**config.mk**
```make
export PLATFORM = sky130hd
export DESIGN_NAME = multicycle_control
export DESIGN_NICKNAME = d
export VERILOG_FILES = /design/src/rtl/mc_pkg.sv /design/src/rtl/multicycle_control_alu_decoder.sv /design/src/rtl/multicycle_control.sv
export SDC_FILE = /design/constraint.sdc
export NUM_CORES = 1
export LEC_CHECK = 0
export CAP_MARGIN = 20
export CORE_MARGIN = 4
export CORE_UTILIZATION = 40
export DETAILED_ROUTE_END_ITERATION = 7
export PLACE_DENSITY = 0.89
export SETUP_SLACK_MARGIN = 0.3
export SLEW_MARGIN = 15
export SYNTH_ARGS = -nofsm -noshare
export SYNTH_HDL_FRONTEND = slang
export SYNTH_SLANG_ARGS = --single-unit
```
**constraint.sdc**
```tcl
create_clock -name clk -period 3.3 [get_ports clk]
set_input_delay 0.33 -clock clk [delete_from_list [all_inputs] [get_ports clk]]
set_output_delay 0.33 -clock clk [all_outputs]
set_load 0.05 [all_outputs]
```
**src/rtl/mc_pkg.sv**
```systemverilog
// ----------------------------------------------------------------------------
// mc_pkg
// Shared types and constants for the multi-cycle RV32I control unit.
//   alu_op_t   : 4-bit ALU operation codes driven on the operation port
//   state_t    : control FSM state encoding
//   opc_*      : RV32I major opcodes recognised by the controller
//   srca_*     : ALU A-operand mux selects
//   srcb_*     : ALU B-operand mux selects
//   res_*      : result-bus mux selects
//   decode_target() : state entered after DECODE for a given opcode
// ----------------------------------------------------------------------------
package mc_pkg;

  typedef enum logic [3:0] {
    OP_ADD = 4'b0000,
    OP_SLL = 4'b0001,
    OP_SLT = 4'b0010,
    OP_XOR = 4'b0100,
    OP_SRL = 4'b0101,
    OP_OR  = 4'b0110,
    OP_AND = 4'b0111,
    OP_SUB = 4'b1000,
    OP_BNE = 4'b1001,
    OP_BLT = 4'b1010,
    OP_BGE = 4'b1011
  } alu_op_t;

  typedef enum logic [3:0] {
    S_FETCH    = 4'd0,
    S_DECODE   = 4'd1,
    S_MEMADR   = 4'd2,
    S_MEMREAD  = 4'd3,
    S_MEMWB    = 4'd4,
    S_MEMWRITE = 4'd5,
    S_EXECR    = 4'd6,
    S_EXECI    = 4'd7,
    S_ALUWB    = 4'd8,
    S_BRANCH   = 4'd9,
    S_JAL      = 4'd10,
    S_JALPC    = 4'd11,
    S_LUI      = 4'd12,
    S_TRAP     = 4'd13
  } state_t;

  localparam logic [6:0] OPC_LOAD   = 7'b0000011;
  localparam logic [6:0] OPC_STORE  = 7'b0100011;
  localparam logic [6:0] OPC_OP     = 7'b0110011;
  localparam logic [6:0] OPC_OPIMM  = 7'b0010011;
  localparam logic [6:0] OPC_BRANCH = 7'b1100011;
  localparam logic [6:0] OPC_JAL    = 7'b1101111;
  localparam logic [6:0] OPC_LUI    = 7'b0110111;

  localparam logic [1:0] SRCA_PC    = 2'd0;
  localparam logic [1:0] SRCA_OLDPC = 2'd1;
  localparam logic [1:0] SRCA_RS1   = 2'd2;
  localparam logic [1:0] SRCA_ZERO  = 2'd3;

  localparam logic [1:0] SRCB_RS2   = 2'd0;
  localparam logic [1:0] SRCB_IMM   = 2'd1;
  localparam logic [1:0] SRCB_FOUR  = 2'd2;

  localparam logic [1:0] RES_ALUOUT  = 2'd0;
  localparam logic [1:0] RES_MEMDATA = 2'd1;
  localparam logic [1:0] RES_ALU     = 2'd2;

  // Dispatch from DECODE; anything unrecognised goes to TRAP.
  function automatic state_t decode_target(input logic [6:0] opc);
    state_t s;
    case (opc)
      OPC_LOAD,
      OPC_STORE:  s = S_MEMADR;
      OPC_OP:     s = S_EXECR;
      OPC_OPIMM:  s = S_EXECI;
      OPC_BRANCH: s = S_BRANCH;
      OPC_JAL:    s = S_JAL;
      OPC_LUI:    s = S_LUI;
      default:    s = S_TRAP;
    endcase
    return s;
  endfunction

endpackage

```
**src/rtl/multicycle_control_alu_decoder.sv**
```systemverilog
// ----------------------------------------------------------------------------
// mc_alu_decoder
// Purely combinational ALU operation decoder.
//   opcode    in  7  instruction major opcode
//   funct3    in  3  instruction funct3 field
//   funct7    in  7  instruction funct7 field
//   operation out 4  ALU operation for EXECR / EXECI / BRANCH
//   illegal   out 1  opcode/funct combination not supported by this core
// Opcodes that only need address/target arithmetic (load, store, jal, lui)
// decode to ADD and are never illegal here.
// ----------------------------------------------------------------------------
module mc_alu_decoder
  import mc_pkg::*;
(
  input  logic [6:0] opcode,
  input  logic [2:0] funct3,
  input  logic [6:0] funct7,
  output alu_op_t    operation,
  output logic       illegal
);

  // R-type accepts funct7 = 0 for every op and 0100000 only for SUB (no SRA).
  // I-type ignores funct7 except on shifts, where SRAI is rejected.
  always_comb begin
    operation = OP_ADD;
    illegal   = 1'b0;
    case (opcode)
      OPC_OP: begin
        if (funct7 == 7'b0100000) begin
          if (funct3 == 3'b000) operation = OP_SUB;
          else                  illegal   = 1'b1;
        end else if (funct7 != 7'b0000000) begin
          illegal = 1'b1;
        end else begin
          case (funct3)
            3'b000:  operation = OP_ADD;
            3'b001:  operation = OP_SLL;
            3'b010:  operation = OP_SLT;
            3'b100:  operation = OP_XOR;
            3'b101:  operation = OP_SRL;
            3'b110:  operation = OP_OR;
            3'b111:  operation = OP_AND;
            default: illegal   = 1'b1;
          endcase
        end
      end
      OPC_OPIMM: begin
        case (funct3)
          3'b000: operation = OP_ADD;
          3'b001: begin
            operation = OP_SLL;
            illegal   = (funct7 != 7'b0000000);
          end
          3'b010: operation = OP_SLT;
          3'b100: operation = OP_XOR;
          3'b101: begin
            operation = OP_SRL;
            illegal   = (funct7 != 7'b0000000);
          end
          3'b110:  operation = OP_OR;
          3'b111:  operation = OP_AND;
          default: illegal   = 1'b1;
        endcase
      end
      OPC_BRANCH: begin
        case (funct3)
          3'b000:  operation = OP_SUB;
          3'b001:  operation = OP_BNE;
          3'b100:  operation = OP_BLT;
          3'b101:  operation = OP_BGE;
          default: illegal   = 1'b1;
        endcase
      end
      OPC_LOAD, OPC_STORE, OPC_JAL, OPC_LUI: operation = OP_ADD;
      default: illegal = 1'b1;
    endcase
  end

endmodule

```
**src/rtl/multicycle_control.sv**
```systemverilog
// ----------------------------------------------------------------------------
// multicycle_control
// Main control FSM of the multi-cycle RV32I datapath: sequences
// fetch / decode / execute / memory / writeback and drives mux selects,
// write strobes, the ALU operation code and the memory handshake.
//   clk         in   1  system clock, rising edge
//   rst_n       in   1  asynchronous active-low reset
//   instr       in  32  instruction register contents (valid from DECODE)
//   zero        in   1  ALU zero flag, 1 = branch condition true
//   mem_ready   in   1  memory completes the current access this cycle
//   mem_req     out  1  memory access request, held until mem_ready
//   mem_write   out  1  qualifies mem_req as a store
//   adr_src     out  1  0 = PC, 1 = ALU_OUT register as memory address
//   ir_write    out  1  load INSTR / OLD_PC registers
//   pc_write    out  1  load PC from result bus
//   reg_write   out  1  register-file write enable
//   alu_src_a   out  2  0 = PC, 1 = OLD_PC, 2 = rs1, 3 = zero
//   alu_src_b   out  2  0 = rs2, 1 = immediate, 2 = constant 4
//   result_src  out  2  0 = ALU_OUT reg, 1 = MEM_DATA reg, 2 = ALU result
//   operation   out  4  ALU operation code
//   illegal     out  1  sticky: unsupported instruction decoded
//   instret     out XLEN retired-instruction count (only with MC_INSTRET_EN)
// Optional feature macro: MC_INSTRET_EN adds the instret port and counter.
// ----------------------------------------------------------------------------
module multicycle_control
  import mc_pkg::*;
#(
  parameter int XLEN = 32
) (
  input  logic        clk,
  input  logic        rst_n,
  input  logic [31:0] instr,
  input  logic        zero,
  input  logic        mem_ready,
  output logic        mem_req,
  output logic        mem_write,
  output logic        adr_src,
  output logic        ir_write,
  output logic        pc_write,
  output logic        reg_write,
  output logic [1:0]  alu_src_a,
  output logic [1:0]  alu_src_b,
  output logic [1:0]  result_src,
  output logic [3:0]  operation,
  output logic        illegal
`ifdef MC_INSTRET_EN
  ,
  output logic [XLEN-1:0] instret
`endif
);

  state_t     state;
  state_t     next_state;
  alu_op_t    dec_op;
  logic       dec_illegal;
  logic [6:0] opcode;
  logic       unused_instr_bits;

  assign opcode            = instr[6:0];
  assign unused_instr_bits = ^{instr[24:15], instr[11:7]};

  mc_alu_decoder u_alu_decoder (
    .opcode    (opcode),
    .funct3    (instr[14:12]),
    .funct7    (instr[31:25]),
    .operation (dec_op),
    .illegal   (dec_illegal)
  );

  // State register; reset aborts whatever is in flight and restarts at FETCH.
  always_ff @(posedge clk or negedge rst_n) begin
    if (!rst_n) state <= S_FETCH;
    else        state <= next_state;
  end

  // Next-state logic. Illegal funct combinations are caught in DECODE so no
  // write strobe is ever issued for an unsupported instruction.
  always_comb begin
    next_state = state;
    case (state)
      S_FETCH:    if (mem_ready) next_state = S_DECODE;
      S_DECODE:   next_state = dec_illegal ? S_TRAP : decode_target(opcode);
      S_MEMADR:   next_state = (opcode == OPC_LOAD) ? S_MEMREAD : S_MEMWRITE;
      S_MEMREAD:  if (mem_ready) next_state = S_MEMWB;
      S_MEMWB:    next_state = S_FETCH;
      S_MEMWRITE: if (mem_ready) next_state = S_FETCH;
      S_EXECR,
      S_EXECI:    next_state = dec_illegal ? S_TRAP : S_ALUWB;
      S_ALUWB:    next_state = S_FETCH;
      S_BRANCH:   next_state = S_FETCH;
      S_JAL:      next_state = S_JALPC;
      S_JALPC:    next_state = S_FETCH;
      S_LUI:      next_state = S_FETCH;
      S_TRAP:     next_state = S_TRAP;
      default:    next_state = S_FETCH;
    endcase
  end

  // Output decode. Everything is forced to zero while rst_n is low so a
  // reset in the middle of an access drops the request in the same cycle.
  always_comb begin
    mem_req    = 1'b0;
    mem_write  = 1'b0;
    adr_src    = 1'b0;
    ir_write   = 1'b0;
    pc_write   = 1'b0;
    reg_write  = 1'b0;
    alu_src_a  = SRCA_PC;
    alu_src_b  = SRCB_RS2;
    result_src = RES_ALUOUT;
    operation  = OP_ADD;
    illegal    = 1'b0;
    case (state)
      S_FETCH: begin
        mem_req    = 1'b1;
        alu_src_a  = SRCA_PC;
        alu_src_b  = SRCB_FOUR;
        result_src = RES_ALU;
        ir_write   = mem_ready;
        pc_write   = mem_ready;
      end
      S_DECODE: begin
        alu_src_a = SRCA_OLDPC;
        alu_src_b = SRCB_IMM;
      end
      S_MEMADR: begin
        alu_src_a = SRCA_RS1;
        alu_src_b = SRCB_IMM;
      end
      S_MEMREAD: begin
        mem_req = 1'b1;
        adr_src = 1'b1;
      end
      S_MEMWB: begin
        result_src = RES_MEMDATA;
        reg_write  = 1'b1;
      end
      S_MEMWRITE: begin
        mem_req   = 1'b1;
        mem_write = 1'b1;
        adr_src   = 1'b1;
      end
      S_EXECR: begin
        alu_src_a = SRCA_RS1;
        alu_src_b = SRCB_RS2;
        operation = dec_op;
      end
      S_EXECI: begin
        alu_src_a = SRCA_RS1;
        alu_src_b = SRCB_IMM;
        operation = dec_op;
      end
      S_ALUWB: begin
        result_src = RES_ALUOUT;
        reg_write  = 1'b1;
      end
      // ALU_OUT still holds the target computed in DECODE.
      S_BRANCH: begin
        alu_src_a  = SRCA_RS1;
        alu_src_b  = SRCB_RS2;
        operation  = dec_op;
        result_src = RES_ALUOUT;
        pc_write   = zero;
      end
      S_JAL: begin
        alu_src_a  = SRCA_OLDPC;
        alu_src_b  = SRCB_FOUR;
        result_src = RES_ALU;
        reg_write  = 1'b1;
      end
      S_JALPC: begin
        result_src = RES_ALUOUT;
        pc_write   = 1'b1;
      end
      // Zero on the A input makes the ALU pass the U-immediate straight through.
      S_LUI: begin
        alu_src_a  = SRCA_ZERO;
        alu_src_b  = SRCB_IMM;
        result_src = RES_ALU;
        reg_write  = 1'b1;
      end
      S_TRAP: illegal = 1'b1;
      default: ;
    endcase
    if (!rst_n) begin
      mem_req    = 1'b0;
      mem_write  = 1'b0;
      adr_src    = 1'b0;
      ir_write   = 1'b0;
      pc_write   = 1'b0;
      reg_write  = 1'b0;
      alu_src_a  = 2'd0;
      alu_src_b  = 2'd0;
      result_src = 2'd0;
      operation  = 4'd0;
      illegal    = 1'b0;
    end
  end

`ifdef MC_INSTRET_EN
  logic retire;

  // An instruction retires on the last cycle of its sequence.
  always_comb begin
    retire = 1'b0;
    case (state)
      S_MEMWB, S_ALUWB, S_BRANCH, S_JALPC, S_LUI: retire = 1'b1;
      S_MEMWRITE: retire = mem_ready;
      default:    retire = 1'b0;
    endcase
  end

  // Free-running retired-instruction counter, wraps naturally.
  always_ff @(posedge clk or negedge rst_n) begin
    if (!rst_n)      instret <= '0;
    else if (retire) instret <= instret + XLEN'(1);
  end
`endif

endmodule

```
==> results of run 1 <==
==> final timing paths <==
check                                      from                   end  slack, ns
max in group asynchronous                 rst_n  state[3]$_DFFE_PN0P_       2.51
max reg2reg                state[1]$_DFFE_PN0P_  state[3]$_DFFE_PN0P_       1.65
min reg2reg                state[0]$_DFFE_PN0P_  state[0]$_DFFE_PN0P_       0.77
min                                       rst_n  state[2]$_DFFE_PN0P_       0.42
max                        state[1]$_DFFE_PN0P_          alu_src_a[0]       0.37
min in group clk           state[0]$_DFFE_PN0P_  state[0]$_DFFE_PN0P_       0.77
==> routing by layer <==
metal | vias to the layer above | share of wire, % | global-route usage [%]
li1 | 599 | - | -
met1 | 550 | 40 | 19.6
met2 | 56 | 52 | 31.2
met3 | 2 | 7.2 | 2.63
met4 | 0 | 0.73 | 4.53
met5 | - | 0 | 0
==> repair_timing <==
item,CTS,global route
hold buffers,0,0
resized for setup,1,1
setup endpoints to repair,1,1
==> per-stage QoR <==
step	total power, uW	utilization (%)	instance area (sq um)	hold WS (ns)	instances
after global routing	804	56.8	1400	0.437	204
after floorplan	556	-	1040	0.0344	141
after CTS	748	56.8	1390	0.422	204
after detailed placement	680	55.9	1370	0.682	201
after global placement	666	55.9	1370	0.677	201
final	751	56.8	1400	0.422	204
==> kinds of logic (layout without fill, tap and decap cells) <==
family          after synthesis  count (layout)
flops                         4               4
simple gates                 78              78
compound gates               45              45
buf+inv                      11              44
mux                           2               2
xor+xnor                      1               1
==> synth_stat cells, drive strengths merged (2+ instances only) <==
library cell / instances
nor2b: 9
nor2: 19
buf: 4
o32ai: 2
o31ai: 2
clkbuf: 4
nand2b: 12
a22oi: 3
a32oi: 2
nor3: 4
nand3b: 2
nand2: 13
and2: 3
a211oi: 2
nor4: 5
dfrtp: 4
a21oi: 8
mux2: 2
o211ai: 5
o21ai: 7
o21bai: 2
inv: 3
and2b: 3
==> final cells by class <==
cell class	instances	area (sq um)
clock buffers	3	22.5
flip-flops and latches	4	101
inverters	3	11.3
well taps	30	37.5
fillers	220	1060
multi-input cells	126	853
repair buffers	38	369
==> worst max-delay path: stages, from the launching register on <==
cell and delay, ns:
dfrtp_1 0.56, or2b_2 0.43, mux2_2 0.30, o32ai_1 0.11, and2_1 0.16, clkdlybuf4s50_1 0.80
==> where the power goes <==
group | internal, uW | switching (uW) | leakage [uW]
combinational | 230 | 322 | 0.000436
sequential | 65.6 | 67.3 | 0.0000502
clock | 41.0 | 25.2 | 0.0000138
==> flow_summary.ini, run 1 <==
[place]
io_buffers = 37
gp_congestion = 0.878
dp_slack_ns = 0.281
place.detailed.hpwl_microns = 2280

[setup_path]
startpoint_type = flop
arrival_time_at_the_worst_endpoint_ns = 2.60
ff2ff_path_depth = 3
cp.required_ns = 2.97
critPathMaxFanout = 18
endpoint_kind = output pin
critPathKind = reg2out

[final_layout]
layout_common_cells = 33 x clkdlybuf4s50_1, 19 x nor2_1, 13 x nand2_1
largest_reg_flops = 4
final_net_count = 212
layout_stage_area_growth_over_the_synthesis_result_pct = 35.5
final_layout_size_suffix_gt1_share_pct = 13.2
top_register = state
n_antenna_cell = 0
layout_top_registers = state (4)
mostFrequentLayoutCell = clkdlybuf4s50_1

[sta]
setup_skew_ns = 0.0103
timing.slew.headroom_pct = 64.9
fin_crit_sh_pct = 88.9
slew_violations = 0
achievable_freq_mhz = 341
unrepaired_setup_endpoints_after_global_routing = false
layout_min_cycle_time_ns = 2.93
fin_tns_setup_ns = 0
postLayoutSetupSlackWorst_ns = 0.367
timing_hold_violations_final = 0
report.final.setup_viol = 0
worstMarginPinSlew_ns = 0.527

[yosys]
synth_top_cell_by_area = dfrtp_1
synth_top_family_by_area = simple AND/OR/NAND/NOR gates
netlist-cell-type-count = 50
seq_area_frac_synth_pct = 9.72
synthesis.area_sq_um = 1030
yosys_warning_count = 0
synth-edff-count = 0
synth_compound_area_share_pct = 33.0
synthAdderAreaFrac_pct = 0
postSynth.asyncResetShare_pct = 100
leading_register_cell_type_out_of_synthesis = dfrtp_1
synth-simple-area-share_pct = 46.2
ys_ff_latch = 4
syn_inst = 141
synth_fp_nets = 177
synth_mux_area_share_pct = 2.19
ys_top_cells_by_area = dfrtp_1 9.7%, nor2_1 6.9%, nand2b_1 6.7%
syn-mean-instance-area_sq_um = 7.30
synth.top_cell.area_share_pct = 9.72
yosys.area_share.xor_xnor_pct = 0.851

[die]
die_h_microns = 58.7
num_rows = 18
core_region_area_sq_um = 2450
die_area_sq_um = 3450
initial_utilization_pct = 41.9
io_pins = 53
die_w_microns = 58.7

[routing]
drtAntennaViolNets = 0
detailedRoute.firstPassIterationCount = 4
via_count = 1207
routedWlPerCell_microns = 14.0
dr.first_iter.drc_count = 47
detail_route.wirelength_microns = 2870
post-route-drc-count = 0
vias_per_cell = 5.92

[clocking]
post-cts-setup-buffers = 0
clock_latency_on_the_worst_skew_pair_ns = 0.25
clock_buffer_count_from_cts = 3
clock_path_buffers = 2
clk_pin_slew_worst_paths_ns = 0.05
cts_sinks = 4
h-tree-depth = 1
tritoncts_clock_tree = built
cts_root_buffer = clkbuf_4

[global_route]
grt_max_degree = 20
global_route.usage.total_pct = 16.8
overflow_after_grt = 0
first_global_vias = 1094
number_of_antenna_violations_at_the_first_check_in_global_routing = 0
grt_first_pass_wirelength_microns = 4730

[worst_hold_path]
holdCritPathClass = in2async

[power_and_ir_drop]
vdd_drop_max_mv = 0.392
power_density_nw_per_um2 = 538
static-leakage-power_uw = 0.000500

[status]
status = finished, final reports clean

[flow_run]
cap_viol_max_count = 0
Power figures use the tool's default switching activity.
==> run 2, diff against run 1 <==
CTS_CLUSTER_SIZE = 8   (was default)
DONT_BUFFER_PORTS = 1   (was default)
GPL_ROUTABILITY_DRIVEN = 0   (was default)
PLACE_DENSITY = 0.62   (was 0.89)
==> run 2 against run 1 <==
Die area unchanged; combinational power down 16%; final area down 20%; first-iteration DRC count down 26%; count of clock-buffer cells in the layout unchanged; non-clock buffer count down 27.
==> flow_summary.ini, run 2 (synthesis gave the netlist of run 1 again) <==
[die]
initial_utilization_pct = 41.9
num_rows = 18
die_area_sq_um = 3450
die_w_microns = 58.7
die_h_microns = 58.7
io_pins = 53
core_region_area_sq_um = 2450

[global_route]
global_route.usage.total_pct = 16.8
grt_max_degree = 26
first_global_vias = 983
overflow_after_grt = 0
grt_first_pass_wirelength_microns = 4690
number_of_antenna_violations_at_the_first_check_in_global_routing = 0

[clocking]
clk_pin_slew_worst_paths_ns = 0.04
post_cts_resized = 0
cts_hold_buf = 1
cts_root_buffer = clkbuf_4
h-tree-depth = 1
cts_sinks = 4
clock_buffer_count_from_cts = 3
tritoncts_clock_tree = built
clock_latency_on_the_worst_skew_pair_ns = 0.23
post-cts-setup-buffers = 0
clock_path_buffers = 2

[setup_path]
regToRegEndpoint = state[2]$_DFFE_PN0P_
arrival_time_at_the_worst_endpoint_ns = 2.19
critPathCapture = operation[3]
critical_path.top_delay_family = simple AND/OR/NAND/NOR gates
cp.required_ns = 2.97
cp_cell_sequence = or2b_2, nor2_1, o221ai_1, nor2_1, nor4b_2, buf_4
worst_path_slowest_cell = dfrtp_1
worst-r2r-setup-slack_ns = 1.52
setup.worst_path.start = state[1]$_DFFE_PN0P_
critPathMaxFanout = 18
critPathKind = reg2out
startpoint_type = flop
worst-path-buf-inv = 1
ff2ff_path_depth = 5
critical_path.reg2reg.startpoint = state[2]$_DFFE_PN0P_
timing.critical_path.slowest_cell_delay_ns = 0.56
critical-path-top-cell-by-count = nor2_1
path_depth = 6
endpoint_kind = output pin

[final_layout]
mostFrequentLayoutCell = nor2_1
final_util_pct = 45.6
n_antenna_cell = 0
final_net_count = 185
multiInputGateArea_sq_um = 863
layout_top_registers = state (4)
nFillCells = 250
largest_reg_flops = 4
top_register = state
register_area_sq_um = 100
layout_stage_area_growth_over_the_synthesis_result_pct = 8.75
final_layout_size_suffix_gt1_share_pct = 20.4
layout_common_cells = 19 x nor2_1, 13 x nand2_1, 11 x nand2b_1

[routing]
via_count = 1055
post-route-drc-count = 0
vias_per_cell = 5.96
routedWlPerCell_microns = 15.0
detail_route.wirelength_microns = 2660
detailedRoute.firstPassIterationCount = 4
drtAntennaViolNets = 0
dr.first_iter.drc_count = 35

[sta]
slew_violations = 0
achievable_freq_mhz = 397
final_hold_slack_ns = 0.340
timing_hold_violations_final = 0
report.final.setup_viol = 0
timing.slew.headroom_pct = 40.6
fin_tns_setup_ns = 0
worstMarginPinSlew_ns = 0.890
fin_crit_sh_pct = 76.4
setup_skew_ns = 0.00170
layout_min_cycle_time_ns = 2.52
unrepaired_setup_endpoints_after_global_routing = false

[status]
status = finished, final reports clean

[place]
place.detailed.hpwl_microns = 2070
io_buffers = 0

[flow_run]
cap_viol_max_count = 0

[worst_hold_path]
holdCritPathClass = in2reg

[power_and_ir_drop]
vdd_drop_max_mv = 0.401
power_density_nw_per_um2 = 593
static-leakage-power_uw = 0.000407
==> run 2: area by class of cell <==
class                   instances  area share, %
clock buffers                   3           2.01
inverters                       3           1.01
multi-input cells             126           77.1
flip-flops and latches          4           8.94
well taps                      30           3.35
repair buffers                 11           7.60
==> run 2: how the worst min path moves through the flow <==
stage	cells after the start	startpoint	end
global placement	0	rst_n	state[1]$_DFFE_PN0P_
finish	3	mem_ready	state[0]$_DFFE_PN0P_
global route	3	mem_ready	state[0]$_DFFE_PN0P_
CTS	3	mem_ready	state[0]$_DFFE_PN0P_
floorplan	0	rst_n	state[0]$_DFFE_PN0P_
detailed placement	0	rst_n	state[1]$_DFFE_PN0P_
==> run 2: layer usage <==
layer	global-route usage, %	part of all wire, %	vias up
li1	-	-	542
met1	23.7	46	491
met2	25.6	49	22
met3	3.07	4.7	0
met4	5.83	0	0
met5	0	0	-
==> run 2: worst min-delay path: cells and delay by family <==
family | cells | cell delay, ns
compound gates | 2 | 0.13
simple gates | 1 | 0.07
==> run 2: stage by stage <==
step / std cells / worst slack, ns / power, uW / instance area (sq um)
floorplan: 141 / 0.644 / 556 / 1040
global placement: 173 / 1.02 / 599 / 1090
detailed placement: 173 / 1.02 / 600 / 1090
CTS: 177 / 0.748 / 666 / 1120
global route: 177 / 0.548 / 726 / 1120
finish: 177 / 0.780 / 665 / 1120
==> run 2: power breakdown <==
part	leakage [uW]	total [uW]	internal [uW]	switching, uW
Sequential	0.0000515	139	64.2	74.9
Clock	0.0000138	60.9	40.7	20.2
Combinational	0.000341	465	173	292
Total	0.000407	665	278	387
==> run 3, diff against run 2 <==
PLACE_DENSITY = 0.64   (was 0.62)
clock period = 2.3 ns   (was 3.3 ns; I/O delays follow)
==> run 3 against run 2 <==
Clock skew increased by 0.0041 ns; cell count grew 8.5%; clock power rose by 50%; combinational power is 110% higher; final area rose by 22%; via count is 13% higher; count of clock-buffer cells in the layout stayed put; global-route usage up 1.1 points; sequential cell count unchanged; highest routed layer is now met4.
==> flow_summary.ini, run 3 (synthesis gave the netlist of run 1 again) <==
[routing]
via_count = 1191
vias_per_cell = 6.20
detailedRoute.firstPassIterationCount = 4
drtAntennaViolNets = 0
detail_route.wirelength_microns = 3020
dr.first_iter.drc_count = 42
routedWlPerCell_microns = 15.7
post-route-drc-count = 0

[sta]
report.final.setup_viol = 0
fin_tns_setup_ns = 0
fin_crit_sh_pct = 85.0
timing.slew.headroom_pct = 67.5
slew_violations = 0
timing_hold_violations_final = 0
setup_skew_ns = 0.00578
achievable_freq_mhz = 511
unrepaired_setup_endpoints_after_global_routing = true
worstMarginPinSlew_ns = 0.489
layout_min_cycle_time_ns = 1.96

[die]
die_area_sq_um = 3450
initial_utilization_pct = 41.9
num_rows = 18
io_pins = 53
core_region_area_sq_um = 2450
die_w_microns = 58.7
die_h_microns = 58.7

[clocking]
h-tree-depth = 1
cts_root_buffer = clkbuf_4
clock_latency_on_the_worst_skew_pair_ns = 0.24
clock_path_buffers = 2
clk_pin_slew_worst_paths_ns = 0.04
clock_buffer_count_from_cts = 3
tritoncts_clock_tree = built
cts_sinks = 4

[place]
io_buffers = 0
place.detailed.hpwl_microns = 2220

[power_and_ir_drop]
power.switching_fraction_pct = 53.1
power_density_nw_per_um2 = 891
cellInternalPower_uw = 569
report.power.total_uw = 1210
share_comb_of_total_power_pct = 82.1
vdd_drop_max_mv = 0.654
power_frac_seq_pct = 10.4
p_sw_uw = 644
power.clock.fraction_pct = 7.5
static-leakage-power_uw = 0.000516

[final_layout]
register_area_sq_um = 101
layout_top_registers = state (4)
nFillCells = 229
n_antenna_cell = 0
layout_stage_area_growth_over_the_synthesis_result_pct = 32.2
mostFrequentLayoutCell = buf_4
final_net_count = 200
multiInputGateArea_sq_um = 956
largest_reg_flops = 4
final_layout_size_suffix_gt1_share_pct = 35.2
layout_common_cells = 19 x buf_4, 16 x nor2_1, 13 x nand2_1
top_register = state

[global_route]
overflow_after_grt = 0
first_global_vias = 1112
number_of_antenna_violations_at_the_first_check_in_global_routing = 0
grt_max_degree = 25
global_route.usage.total_pct = 18.0
grt_first_pass_wirelength_microns = 4970

[setup_path]
regToRegEndpoint = state[0]$_DFFE_PN0P_
ff2ff_path_depth = 7
critPathMaxFanout = 5
worst-r2r-setup-slack_ns = 0.68
arrival_time_at_the_worst_endpoint_ns = 1.73
critPathKind = reg2out
startpoint_type = flop
critical_path.reg2reg.startpoint = state[3]$_DFFE_PN0P_
endpoint_kind = output pin
cp.required_ns = 2.07

[worst_hold_path]
worst_hold_path.endpoint = state[0]$_DFFE_PN0P_
worstHoldStart = mem_ready
holdCritPathClass = in2reg
worstHoldPathCells = 3

[flow_run]
cap_viol_max_count = 0

[status]
status = finished, final reports clean
[run 3: worst max-delay path by stage]
stage | start | endpoint | slack [ns] | cells past startpoint
2_1_floorplan | state[1]$_DFFE_PN0P_ | pc_write | 0.21 | 5
3_3_place_gp | state[3]$_DFFE_PN0P_ | operation[3] | 0.42 | 6
3_5_place_dp | state[3]$_DFFE_PN0P_ | operation[3] | 0.42 | 6
4_1_cts | state[1]$_DFFE_PN0P_ | operation[3] | 0.30 | 6
5_1_grt | state[1]$_DFFE_PN0P_ | operation[3] | 0.25 | 6
6_report | state[1]$_DFFE_PN0P_ | operation[3] | 0.34 | 6
[run 3: power by group through the flow]
stage               logic [uW]  registers (uW)  clock network [uW]
global placement           888             113                   0
floorplan                  727             113                   0
finish                     996             126                91.4
detailed placement         891             114                   0
CTS                        910             120                90.4
global route              1070             127                95.0
[run 3: stage by stage]
stage | util, % | setup WS, ns | hold WS, ns | area [sq um] | instances
floorplan | - | 0.212 | -0.0656 | 1110 | 141
global placement | 50.7 | 0.421 | -0.0651 | 1240 | 184
detailed placement | 50.7 | 0.417 | -0.0651 | 1240 | 184
CTS | 53.1 | 0.299 | 0.242 | 1300 | 188
global route | 55.5 | 0.251 | 0.247 | 1360 | 192
finish | 55.5 | 0.345 | 0.245 | 1360 | 192
[run 3: final cells by class]
class | count | area share, %
flip-flops and latches | 4 | 7.44
clock buffers | 3 | 1.65
inverters | 3 | 0.827
repair buffers | 26 | 17.1
well taps | 30 | 2.76
multi-input cells | 126 | 70.2
[run 3: what timing repair did]
| action | in CTS | in global routing |
|---|---|---|
| gates resized for setup | 8 | 8 |
| pin swaps | 1 | 3 |
| setup buffers | 0 | 4 |
| endpoints found under the setup margin | 2 | 6 |
| endpoints found under the hold margin | 4 | 0 |
| gates cloned | 0 | 0 |
| hold buffers | 1 | 0 |
[run 3: per-layer routing]
layer,routed length [microns],vias up,GRT usage [%]
met1,1250,565,22.8
met5,0,-,0
met3,234,4,2.85
met4,18,0,5.83
met2,1510,54,30.8
li1,-,568,-
[run 3: worst max-delay path: stages, from the launching register on]
cell and delay, ns:
dfrtp_1 0.38, or2b_4 0.29, nor2_4 0.14, o221ai_4 0.15, nor2_2 0.12, nor4b_4 0.21, buf_6 0.19
